<file path="config.mk">
export PLATFORM = sky130hd
export DESIGN_NAME = irq_ctrl_avalon
export DESIGN_NICKNAME = d
export VERILOG_FILES = /design/src/rtl/irq_ctrl_avalon.sv
export SDC_FILE = /design/constraint.sdc
export NUM_CORES = 1
export LEC_CHECK = 0
export CAP_MARGIN = 20
export CORE_ASPECT_RATIO = 1.1
export CORE_UTILIZATION = 30
export DETAILED_ROUTE_END_ITERATION = 12
export PLACE_DENSITY = 0.68
export REMOVE_ABC_BUFFERS = 1
export SLEW_MARGIN = 20
export SYNTH_ARGS = -nofsm -noshare
export SYNTH_HDL_FRONTEND = slang
export SYNTH_SLANG_ARGS = --single-unit
export TNS_END_PERCENT = 5
</file>
<file path="constraint.sdc">
create_clock -name clk -period 1.5 [get_ports clk]
set_input_delay 0.15 -clock clk [delete_from_list [all_inputs] [get_ports clk]]
set_output_delay 0.15 -clock clk [all_outputs]
set_load 0.02 [all_outputs]
</file>
<file path="src/rtl/irq_ctrl_avalon.sv">
// irq_ctrl_avalon: Avalon-MM interrupt controller with per-source capture.
// Optional macro IRQ_CTRL_SYNC_EN adds the first synchronizer stage.
module irq_ctrl_avalon #(
    parameter int n_irq = 8
) (
    input  logic             clk,
    input  logic             rstn,
    input  logic [2:0]       address,
    output logic [31:0]      readdata,
    input  logic [31:0]      writedata,
    input  logic             write,
    input  logic             chipselect,
    input  logic [n_irq-1:0] irq_in,
    output logic             irq_out
);

    localparam logic [2:0] A_PEND   = 3'd0;
    localparam logic [2:0] A_ENABLE = 3'd1;
    localparam logic [2:0] A_MODE   = 3'd2;
    localparam logic [2:0] A_ACTIVE = 3'd3;
    localparam logic [2:0] A_ID     = 3'd4;

    logic [n_irq-1:0] s2_q;
    logic [n_irq-1:0] s2d_q;
    logic [n_irq-1:0] pend_q,   pend_d;
    logic [n_irq-1:0] enable_q, enable_d;
    logic [n_irq-1:0] mode_q,   mode_d;
    logic [31:0]      rdata_q,  rdata_d;
    logic             irq_q,    irq_d;

    logic             wr;
    logic [n_irq-1:0] wdata;
    logic [n_irq-1:0] clr;
    logic [n_irq-1:0] mode_chg;
    logic [n_irq-1:0] rise;
    logic [n_irq-1:0] active;
    logic [4:0]       id_idx;
    logic [31:0]      id_word;

    // upper write-data bits have no register behind them
    logic unused_wd;
    assign unused_wd = ^writedata;

    function automatic logic [31:0] zext(input logic [n_irq-1:0] v);
        logic [31:0] r;
        r = '0;
        r[n_irq-1:0] = v;
        return r;
    endfunction

`ifdef IRQ_CTRL_SYNC_EN
    logic [n_irq-1:0] s1_q;

    // two-flop synchronizer plus edge-detect history
    always_ff @(posedge clk or negedge rstn) begin
        if (!rstn) begin
            s1_q  <= '0;
            s2_q  <= '0;
            s2d_q <= '0;
        end else begin
            s1_q  <= irq_in;
            s2_q  <= s1_q;
            s2d_q <= s2_q;
        end
    end
`else
    // same-domain sources: single sampling stage plus history
    always_ff @(posedge clk or negedge rstn) begin
        if (!rstn) begin
            s2_q  <= '0;
            s2d_q <= '0;
        end else begin
            s2_q  <= irq_in;
            s2d_q <= s2_q;
        end
    end
`endif

    assign wr     = chipselect & write;
    assign wdata  = writedata[n_irq-1:0];
    assign rise   = s2_q & ~s2d_q;
    assign active = pend_q & enable_q;

    // decode write strobes into clear and mode-change masks
    always_comb begin
        clr      = '0;
        mode_chg = '0;
        if (wr && address == A_PEND) begin
            clr = wdata;
        end
        if (wr && address == A_MODE) begin
            mode_chg = wdata ^ mode_q;
        end
    end

    // per-source pending update; a mode change drops the old state
    always_comb begin
        pend_d = '0;
        for (int i = 0; i < n_irq; i++) begin
            if (mode_chg[i]) begin
                pend_d[i] = 1'b0;
            end else if (mode_q[i]) begin
                pend_d[i] = (pend_q[i] & ~clr[i]) | rise[i];
            end else begin
                pend_d[i] = s2_q[i];
            end
        end
    end

    // control register next state
    always_comb begin
        enable_d = enable_q;
        mode_d   = mode_q;
        if (wr && address == A_ENABLE) begin
            enable_d = wdata;
        end
        if (wr && address == A_MODE) begin
            mode_d = wdata;
        end
    end

    // lowest-index active source wins
    always_comb begin
        id_idx = '0;
        for (int i = n_irq - 1; i >= 0; i--) begin
            if (active[i]) begin
                id_idx = 5'(i);
            end
        end
        id_word = '0;
        if (|active) begin
            id_word = {1'b1, 26'b0, id_idx};
        end
    end

    // read mux, registered every cycle without side effects
    always_comb begin
        rdata_d = '0;
        case (address)
            A_PEND:   rdata_d = zext(pend_q);
            A_ENABLE: rdata_d = zext(enable_q);
            A_MODE:   rdata_d = zext(mode_q);
            A_ACTIVE: rdata_d = zext(active);
            A_ID:     rdata_d = id_word;
            default:  rdata_d = '0;
        endcase
        irq_d = |active;
    end

    // architectural state
    always_ff @(posedge clk or negedge rstn) begin
        if (!rstn) begin
            pend_q   <= '0;
            enable_q <= '0;
            mode_q   <= '0;
            rdata_q  <= '0;
            irq_q    <= 1'b0;
        end else begin
            pend_q   <= pend_d;
            enable_q <= enable_d;
            mode_q   <= mode_d;
            rdata_q  <= rdata_d;
            irq_q    <= irq_d;
        end
    end

    assign readdata = rdata_q;
    assign irq_out  = irq_q;

endmodule

</file>
== Word level (Yosys, flattened, before mapping) ==
Cells that the tools add are included.

* Register bits after elaboration: 73
* Latch bits: 0
* RAM bits: 0
* Memory bits (read-only): 0
* Bits of input ports: 47
* Output and inout bits: 33
* Word-level logic and storage cells: 73
* Memories kept: 0

* Add/sub/neg operators: 0
* $mul: 0
* Div/mod/pow operators: 0
* Magnitude comparators: 0
* Equality and inequality tests: 4
* Shifts and indexed selects: 0
* Multiplexer cells: 28
* Bitwise gates (word level): 29
* Reductions and logical operators: 5

{| class="wikitable"
|+ Operator list
! cell !! count
|-
| $pmux 32 s5 || 1
|-
| $mux 5 || 7
|-
| $mux 32 || 1
|-
| $and 8x8->8 || 2
|-
| $mux 1 || 16
|-
| $mux 8 || 2
|-
| $and 1x1->1 || 9
|-
| $not 1->1 || 8
|-
| $not 8->8 || 1
|-
| $or 1x1->1 || 8
|-
| $reduce_or 8->1 || 1
|-
| $xor 8x8->8 || 1
|-
| $eq 3x2->1 const B || 2
|-
| $eq 3x1->1 const B || 1
|-
| $eq 3x3->1 const B || 1
|-
| $logic_and 1x1->1 || 3
|-
| $logic_not 3->1 || 1
|-
| $mux 3 || 1
|}

== Logic depth before layout (Yosys ltp) ==
* Depth after elaboration: 11
* Gate-level depth with buffers: 7
* Mapped depth without buffers: 4

== Least setup slack after synthesis ==
No wires, ideal clock.

* Path kind: input to register
* From: in address[0]
* To: reg pend_q[5]
* Library setup time: 0.087 ns
* Arrival time: 1.152 ns
* Data required time: 1.413 ns
* Setup slack: 0.261 ns
* Cell stages on the path: 7
* Buffers on the path: 3
* Cells stage by stage: buf_4 -> and3b_1 -> buf_6 -> buf_6 -> a31oi_4 -> o22ai_1 -> a211oi_2

* Cells in the longest elaborated chain, start to end: 8
* Elaborated cells between the ends (all ways): 11
* Those cells by class: eq/ne (1); mux (4); bitwise (3); reduce/logical (3)

{| class="wikitable"
|+ Ends and longest elaborated chain
! item !! RTL line !! text
|-
| from (decl) || 8 || <nowiki>input logic [2:0] address,</nowiki>
|-
| $logic_not 3->1 || 88 || <nowiki>if (wr && address == A_PEND) begin</nowiki>
|-
| $logic_and 1x1->1 || 88 ||
|-
| $mux 8 || 88 ||
|-
| $not 1->1 || 103 || <nowiki>pend_d[i] = (pend_q[i] & ~clr[i]) | rise[i];</nowiki>
|-
| $and 1x1->1 || 103 ||
|-
| $or 1x1->1 || 103 ||
|-
| $mux 1 || 102 || <nowiki>end else if (mode_q[i]) begin</nowiki>
|-
| $mux 1 * || 100 || <nowiki>if (mode_chg[i]) begin</nowiki>
|-
| named net pend_d[5] || 25 || <nowiki>logic [n_irq-1:0] pend_q, pend_d;</nowiki>
|-
| to (signal assigned) || 159 || <nowiki>pend_q <= pend_d;</nowiki>
|-
| to (decl) || 25 ||
|}

The timed path passes the listed nets; every way through them passes the cells marked *.
A chain may end at the register's enable or synchronous reset.

== Worst setup path after layout ==
* From: in address[0]
* To: reg pend_q[1]

The elaborated chain is that of the path after synthesis.

==> run metrics <==
status=completed; Pre-Repair DR Iteration Count=4; Post-synth EDFFs=0; TritonCTS buffer count=5; CP Max Fanout=14; row cnt=33; synth warn=0; crit end category=flip-flop; post-synth cell types=34; Primary FF master, synth=dfrtp_1; ANT cells=0; Startpoint Class=primary input; sw frac=between 30% and 40%; static leakage=between 1 and 1.5 nW; IO Count=80; sequential area share after synthesis=52.71%; vias per cell=4.626; CP Data Required Time=1.70 ns; Worst Hold Class=primary input to flip-flop; P per Cell Area=1122 nW/um^2; Syn Inst Count=~230; largest net degree at the start of global routing=51; Tmin final=1.413 ns; Avg Inst Size Synth=roughly 10 um^2; Post-synth ARST share=100.0%; P_sw=1.040 mW; final setup violation count=0; die height=between 90 and 100 um; Root Driver=clkbuf_8; total power=3.345 mW; Comb power frac=approximately a quarter; Fmax achieved=707.8 MHz; total track usage=13.65%; Worst-Skew Late Latency=0.30 ns; width of the die=86.81 um; initial core utilization=a little under a third; Yosys reg bits=50; Reg2Reg Setup Slack=0.19 ns; H-tree Lvls=2; area delta synth->final=25.57%; die area=slightly above 8000 um^2; RSZ-0062 raised after global routing=yes; global route overflow=0; relative slew slack=66.78%; Iteration-0 DRC Markers=95; fin nets=329; I/O Buffers=32; Filler cells=738; Cell Area, Placed=2872 um^2; clock sinks=50; core box area=approximately 7600 um^2; Clock transition at path regs=0.08 ns; first-pass GRT wire length=8618 um; internal power=2.305 mW; dpl ws=-0.2383 ns; Arrival @ worst endpoint=1.62 ns; design area=a little under 3000 um^2; Worst-Margin Slew=roughly 0.50 ns; Seq pwr share=51.8%; mapped cell area=2374 um^2; RD Place Congestion=just under 0.9; period utilisation layout=a little over nine tenths; max cap viols=0; CTS max path bufs=2; Peak supply drop=0.3425 mV; Detail Placement HPWL=3788 um; vias=1795; max-slew violations=0; Final Hold Viols=0; vias in the first global route=1840; post-route ant nets=0; TritonCTS clock tree=done; final setup margin=slightly below 0.09 ns; drt drc=0; DRT Wirelength=5098 um; Max Clock Skew=0.004537 ns; share of layout cells above drive strength 1=18.73%; initial antenna violation count=0; critical path type=primary input to flip-flop; power share of the clock group=23.6%; WL per Instance=between 10 and 15 um
-- layout by cell type (no fill, tap or decap), drive strengths merged, types with 5 or more instances in the layout --
cell,synthesis,final
dfrtp,50,50
conb,1,23
nand3,11,11
o22ai,8,8
buf,30,24
nand2,25,25
clkdlybuf4s50,0,30
inv,24,24
nor2,12,12
a31oi,9,9
a211oi,8,8
mux2,8,8
clkbuf,1,7
a21oi,16,16
o221a,5,5
-- power by group through the flow --
stage / Clock, mW / Combinational, mW / Sequential, mW
after global placement: 0 / 0.788 / 1.74
final: 0.790 / 0.822 / 1.73
after detailed placement: 0 / 0.814 / 1.76
after floorplan: 0 / 0.444 / 1.75
after global routing: 0.882 / 0.911 / 1.76
after CTS: 0.828 / 0.822 / 1.73
-- sequential cells by signal, indices dropped and copies added, names as in the netlist --
| name | count |
|---|---|
| readdata | 9 |
| enable_q | 8 |
| mode_q | 8 |
| pend_q | 8 |
| s2_q | 8 |
| s2d_q | 8 |
| irq_out | 1 |
-- kinds of logic (layout without fill, tap and decap cells) --
group	count (synthesis)	after routing	synth area share, %
buffers and inverters	55	88	13.44
DFF	50	50	52.71
AOI/OAI and AO/OA	57	57	18.13
and+or+nand+nor	55	55	10.96
other	1	23	0.1580
muxes	9	9	4.217
xor gates and xnor gates	1	1	0.3691
-- layer usage --
layer | up-vias | global-route usage [%] | wire length (um)
li1 | 855 | - | -
met1 | 880 | 15.73 | 2219
met2 | 48 | 23.49 | 2517
met4 | 0 | 6.944 | 131
met3 | 12 | 3.377 | 229
met5 | - | 0 | 0
-- synthesized netlist by cell type, types with 3 or more instances --
cell type  instances  area (um^2)
a211oi_1           6        45.04
a21oi_1           16        80.08
a31oi_1            7        43.79
buf_2              3        15.01
buf_4             25        187.7
dfrtp_1           50         1251
inv_1             24        90.09
mux2_2             8        90.09
nand2_1           24        90.09
nand3_1           11        55.05
nor2_1            11        41.29
o221a_2            5        56.30
o22ai_1            8        50.05
-- layout make-up --
class | instances | area, um^2 | share of cell area (%)
Sequential cell | 50 | 1251 | 41.98
Multi-Input combinational cell | 145 | 890.9 | 29.89
Timing Repair Buffer | 56 | 525.5 | 17.63
Tap cell | 105 | 131.4 | 4.408
Inverter | 24 | 90.09 | 3.023
Clock buffer | 7 | 86.33 | 2.897
Clock inverter | 1 | 5.005 | 0.1679
-- worst max-delay path: stages --
cell	delay [ns]
clkdlybuf4s50_1	0.47
and3b_1	0.21
buf_12	0.16
a31oi_1	0.23
o22ai_1	0.13
a211oi_2	0.26
-- stage by stage --
stage / hold WS (ns) / util, % / setup TNS, ns / cells
2_1_floorplan: -0.1456 / - / 0 / 219
3_3_place_gp: 0.1593 / 38.00 / -3.974 / 379
3_5_place_dp: 0.1605 / 38.00 / -4.343 / 379
4_1_cts: 0.2712 / 39.34 / 0 / 388
5_1_grt: 0.2727 / 39.44 / -0.02242 / 388
6_report: 0.2817 / 39.44 / 0 / 388
-- repair_timing --
item,CTS,global route
endpoints found under the setup margin,0,3
endpoints found under the hold margin,50,0
hold buffers,1,0
buffers inserted,0,0
resized for setup,0,2
-- path summary, 6_finish.rpt --
path                                 start     endpoint  cells past startpoint
worst max-delay path            address[0]    pend_q[1]                      6
worst min-delay path             irq_in[6]      s2_q[6]                      1
worst max register to register   pend_q[7]  readdata[0]                      4
worst min register to register     s2_q[0]     s2d_q[0]                      0
max in group asynchronous             rstn     s2d_q[3]                      3
min in group asynchronous             rstn  readdata[7]                      3
(Power assumes the default switching activity.)
==> variant 1: new RTL, config.mk and constraints unchanged <==
Add an input register stage for `address`, `writedata`, `write` and `chipselect`, without a reset; this delays them by one clock. The other inputs are not delayed to match.
--- a/src/rtl/irq_ctrl_avalon.sv
+++ b/src/rtl/irq_ctrl_avalon.sv
@@ -22,2 +22,14 @@
 
+    logic [2:0] address_q;
+    logic [31:0] writedata_q;
+    logic write_q;
+    logic chipselect_q;
+
+    always_ff @(posedge clk) begin
+        address_q    <= address;
+        writedata_q  <= writedata;
+        write_q      <= write;
+        chipselect_q <= chipselect;
+    end
+
     logic [n_irq-1:0] s2_q;
@@ -41,3 +53,3 @@
     logic unused_wd;
-    assign unused_wd = ^writedata;
+    assign unused_wd = ^writedata_q;
 
@@ -78,4 +90,4 @@
 
-    assign wr     = chipselect & write;
-    assign wdata  = writedata[n_irq-1:0];
+    assign wr     = chipselect_q & write_q;
+    assign wdata  = writedata_q[n_irq-1:0];
     assign rise   = s2_q & ~s2d_q;
@@ -87,6 +99,6 @@
         mode_chg = '0;
-        if (wr && address == A_PEND) begin
+        if (wr && address_q == A_PEND) begin
             clr = wdata;
         end
-        if (wr && address == A_MODE) begin
+        if (wr && address_q == A_MODE) begin
             mode_chg = wdata ^ mode_q;
@@ -113,6 +125,6 @@
         mode_d   = mode_q;
-        if (wr && address == A_ENABLE) begin
+        if (wr && address_q == A_ENABLE) begin
             enable_d = wdata;
         end
-        if (wr && address == A_MODE) begin
+        if (wr && address_q == A_MODE) begin
             mode_d = wdata;
@@ -138,3 +150,3 @@
         rdata_d = '0;
-        case (address)
+        case (address_q)
             A_PEND:   rdata_d = zext(pend_q);
Function: changed (a bounded check fails within 4 cycles, from zero or initial values and one cycle with rstn low).
==> variant 1 against the unedited design <==
Maximum frequency fell by 0.88%; clock power rose by 75%; worst setup slack worse by 0.013 ns; die area is 11% higher; hold slack lost 0.039 ns; power up 29%; cell area grew 11%; largest cell class unchanged; clock skew rose by 0.0031 ns; critical endpoint is now readdata[3]; sequential cell count up 13; register-to-register slack worse by 0.10 ns; wire length shrank 1.4%; sequential share of layout area up 3.5 points; synthesized area grew 11%.
==> variant 1: results (changes against the unedited design) <==
Worst setup path
  • Delay of the slowest critical-path stage: 0.60 ns (+0.13 ns)
  • Launch instance of the worst register-to-register path: address_q[1]
  • Arrival time of the worst setup path: 1.28 ns (-0.34 ns)
  • Cell type group with the largest total delay on the critical path: buffers and inverters
  • Number of cells on the worst reg-to-reg path: 6 (+2)
  • Top fanout value on the critical path: 1 (-13)
  • Slack of the worst reg-to-reg path: 0.09 ns (-0.10 ns)
  • Critical-path top delay cell: clkdlybuf4s50_1
  • Endpoint of the worst-slack reg-to-reg timing path: pend_q[3]

Layout
  • Max FFs per register: 9 (unchanged)
  • Total number of nets in the final design: 337 (+2.4%)
  • Ratio of cells with drive above 1 in the final layout: 0.200 (+0.0127)
  • Antenna diode instance count: 0 (unchanged)
  • Fill cell instance count of the final layout: 805 (+9.1%)

GRT
  • Initial antenna violation count: 0 (unchanged)
  • First-pass GRT wire length: 8490 um (-1.5%)
  • Maximum number of pins on one net before global-route repair: 23 (-55%)
  • Total global routing track utilization: 0.121 (-0.0157)

STA
  • Worst clock skew on the final layout: 0.00766 ns (+0.00312 ns)
  • Worst-margin pin slew: 0.482 ns (-0.0145 ns)

Hold path
  • Worst min-delay path endpoint: s2_q[1]
  • Number of stages on the worst hold path: 1 (unchanged)
  • HP Class: primary input to register
  • Worst min-delay path startpoint: irq_in[1]

Drt
  • Pre-Repair DR Iteration Count: 4 (unchanged)
  • Detailed route wirelength on metal3: 270 um (+18%)
  • Sum of met2 wire segment lengths after detailed routing: 2420 um (-4.1%)
  • Average wire per cell in the routed design: 12.4 um (-5.8%)
  • Highest metal layer used by the detailed router: met4
  • Detailed-route via count: 1838 (+2.4%)
  • 1st-iter DRT viols: 170 (+79%)
  • Routed metal-1 wire length: 2220 um (unchanged)

Yosys
  • Cell types with the highest counts after synthesis: 50 x dfrtp_1, 25 x buf_4, 24 x inv_1, 24 x nand2_1, 16 x a21oi_1
  • Syn. warnings: 0 (unchanged)
  • Area contributors post-synth: dfrtp_1 48%, dfxtp_1 9.9%, buf_4 7.1%
  • Dominant register cell in the synthesized netlist: dfrtp_1
  • Async set-reset flop share out of synthesis: 0.794 (-0.206)
  • Cell variety after synth: 35 (+2.9%)
  • Cell taking the most area after synthesis: dfrtp_1
  • Register area share after synthesis: 0.574 (+0.0467)

CTS
  • Clock slew seen by the registers of the worst setup and hold paths: 0.07 ns
  • Clock latency on the worst-skew pair: 0.34 ns (+0.04 ns)
  • CTS Buffer Depth: 2 (unchanged)
  • Clock Tree Root: clkbuf_8
  • Clock buffer count from CTS: 9 (+4)
  • Level count of the clock H-tree: 3 (+1)

Placement
  • DPL Wire Length: 3600 um (-4.9%)
  • Gpl congestion: 0.882 (+0.88%)
  • Post-placement cell area: 0.00307 mm^2 (+7.0%)
  • I/O Buffers: 32 (unchanged)

Power
  • Static Leak: 0.00152 uW (+8.4%)
  • Max rail drop VDD: 0.632 mV (+84%)

Status
  • Outcome: finished clean
[variant 1: stage by stage]
| stage | util | cells | hold slack, ns | setup slack, ns | TNS, ns |
|---|---|---|---|---|---|
| 2_1_floorplan | - | 232 | -0.146 | -0.154 | -1.12 |
| 4_1_cts | 0.388 | 406 | 0.238 | 0.00191 | 0 |
| 3_5_place_dp | 0.363 | 389 | 0.113 | 0.0897 | 0 |
| 6_report | 0.393 | 406 | 0.242 | 0.0746 | 0 |
| 3_3_place_gp | 0.363 | 389 | 0.112 | 0.0943 | 0 |
| 5_1_grt | 0.393 | 406 | 0.231 | -0.0139 | -0.0139 |
[variant 1: final cells by class]
cell class                      instances  area [um^2]  share of cell area
Multi-Input combinational cell        145          932               0.281
Tap cell                              111          139              0.0418
Clock inverter                          3         15.0             0.00452
Clock buffer                           13          179              0.0539
Sequential cell                        63         1510               0.455
Inverter                               24         90.1              0.0271
Timing Repair Buffer                   47          455               0.137
[variant 1: timing repair]
| item | in CTS | in global routing |
|---|---|---|
| hold buffers | 1 | 0 |
| buffers inserted | 0 | 0 |
| endpoints found under the hold margin | 15 | 0 |
| gates resized for setup | 0 | 8 |
| endpoints found under the setup margin | 0 | 6 |
[variant 1: report_power, final]
part / internal [uW] / leakage [uW] / total (uW) / switching, uW
sequential: 1910 / 0.000723 / 2110 / 198
combinational: 389 / 0.000691 / 814 / 426
clock: 771 / 0.000105 / 1380 / 612
[variant 1: metal layers]
metal / vias up / GRT usage
met4: 0 / 0.0574
met2: 63 / 0.188
met3: 12 / 0.0409
met5: - / 0
met1: 882 / 0.151
li1: 881 / -
[variant 1: worst max path at each step]
stage                 startpoint     endpoint  slack [ns]  depth (start not counted)
floorplan           address_q[0]    pend_q[5]       -0.15                          4
global placement    address_q[2]    pend_q[5]        0.09                          5
detailed placement  address_q[2]    pend_q[5]        0.09                          5
CTS                 address_q[2]    pend_q[5]       0.002                          5
global route        address_q[0]  readdata[1]       -0.01                          4
finish               readdata[3]  readdata[3]        0.07                          1
[variant 1: cells by family (layout without fill, tap and decap cells)]
kind of cell,after synthesis,in the layout,share of synthesized area
mux,9,9,0.0380
xor+xnor,1,1,0.00333
buf+inv,55,87,0.121
simple gates,55,55,0.0988
other cells,1,23,0.00142
flops,63,63,0.574
compound gates,57,57,0.163
==> variant 2: new RTL, same settings <==
Made on the original files. The option `IRQ_CTRL_SYNC_EN` is turned on by a define.
--- a/src/rtl/irq_ctrl_avalon.sv
+++ b/src/rtl/irq_ctrl_avalon.sv
@@ -2,2 +2,4 @@
 // Optional macro IRQ_CTRL_SYNC_EN adds the first synchronizer stage.
+`define IRQ_CTRL_SYNC_EN
+
 module irq_ctrl_avalon #(
Check against the original RTL: not equivalent (Yosys sat finds a counterexample within 4 cycles, from zero or initial values and one cycle with rstn low).
==> variant 2 against the unedited design <==
Die area rose by 8.2%; wire length rose by 2.5%; cell count rose by 4.4%; power rose by 31%; hold slack got worse by 0.037 ns; synthesized area rose by 8.4%; sequential power rose by 13%; cell area rose by 11%; sequential cell count rose by 8; worst setup slack got worse by 0.039 ns; highest routed layer unchanged.
==> variant 2: results (changes against the unedited design) <==
Yosys
  • Mux contribution to synthesized area: 0.0389 (-0.00328)
  • Area contributors post-synth: dfrtp_1 56%, buf_4 7.3%, inv_1 3.5%
  • Top-area cell type share of the netlist area: 0.564 (+0.0368)
  • Cell types with the highest counts after synthesis: 58 x dfrtp_1, 25 x buf_4, 24 x inv_1, 24 x nand2_1, 16 x a21oi_1
  • Compound-cell area share of the yosys netlist: 0.167 (-0.0141)
  • Register area share after synthesis: 0.564 (+0.0368)

GRT
  • Met3 Use GR: 0.0313 (-0.00242)
  • Total global routing track utilization: 0.127 (-0.00911)
  • Met2 global-route usage: 0.207 (-0.0282)
  • Met1 capacity usage during global routing: 0.156 (-0.00139)
  • Number of global-route vias before repair: 1773 (-3.6%)
  • Maximum number of pins on one net before global-route repair: 59 (+16%)
  • First-pass GRT wire length: 8770 um (+1.8%)

Layout
  • Total number of nets in the final design: 337 (+2.4%)
  • Fill cell instance count of the final layout: 802 (+8.7%)
  • Ratio of cells with drive above 1 in the final layout: 0.187 (-0.000204)
  • Sequential cell area: 0.00145 mm^2 (+16%)

Placement
  • DPL Wire Length: 3640 um (-4.0%)
  • Gpl congestion: 0.896 (+2.5%)

Drt
  • Detailed route wirelength on metal3: 307 um (+34%)
  • 1st-iter DRT viols: 92 (-3.2%)
  • Routed metal-1 wire length: 2290 um (+3.2%)

STA
  • Worst clock skew on the final layout: 0.00783 ns (+0.00329 ns)
  • Relative slew slack: 0.624 (-0.0437)

Worst setup path
  • Slack of the worst reg-to-reg path: 0.25 ns (+0.06 ns)
  • Top fanout value on the critical path: 1 (-13)
  • Critical path startpoint: readdata[6]
  • Delay of the slowest critical-path stage: 0.61 ns (+0.14 ns)

CTS
  • Level count of the clock H-tree: 3 (+1)
  • Clock latency on the worst-skew pair: 0.34 ns (+0.04 ns)
  • Clock slew seen by the registers of the worst setup and hold paths: 0.06 ns (-0.02 ns)
  • Clock buffer count from CTS: 9 (+4)

Hold path
  • Worst min-delay path startpoint: irq_in[2]

Status
  • Outcome: finished clean

Power
  • Power in the clock group: 1610 uW (+100%)
  • Static Leak: 0.00153 uW (+9.4%)
  • Internal portion of total power: 3180 uW (+38%)
  • Max rail drop VDD: 0.509 mV (+49%)
  • Power per cell area: 1330 mW/mm^2 (+19%)
==> variant 2: area by class of cell <==
class                   instances  area share
multi-input cells             145       0.271
clock inverters                 2      0.0182
clock buffers                  13      0.0482
repair buffers                 52       0.153
well taps                     111      0.0421
inverters                      24      0.0273
flip-flops and latches         58       0.440
==> variant 2: final timing paths <==
kind / endpoint / depth (start not counted)
hold reg to reg: s2_q[3] / 0
setup reg to reg: readdata[0] / 4
max in group asynchronous: mode_q[4] / 3
min in group asynchronous: s1_q[1] / 3
hold / removal: s1_q[2] / 1
setup / recovery: readdata[6] / 1
==> variant 2: metrics by stage <==
stage | setup slack (ns) | util | instances
finish | 0.0481 | 0.394 | 405
global route | 0.00246 | 0.394 | 405
CTS | 0.000281 | 0.393 | 405
detailed placement | -0.215 | 0.366 | 389
global placement | -0.186 | 0.366 | 389
floorplan | 0.162 | - | 227
==> variant 2: repair_timing <==
action	CTS	global route
endpoints found under the setup margin	0	1
hold buffers	1	0
resized for setup	0	1
endpoints found under the hold margin	58	0
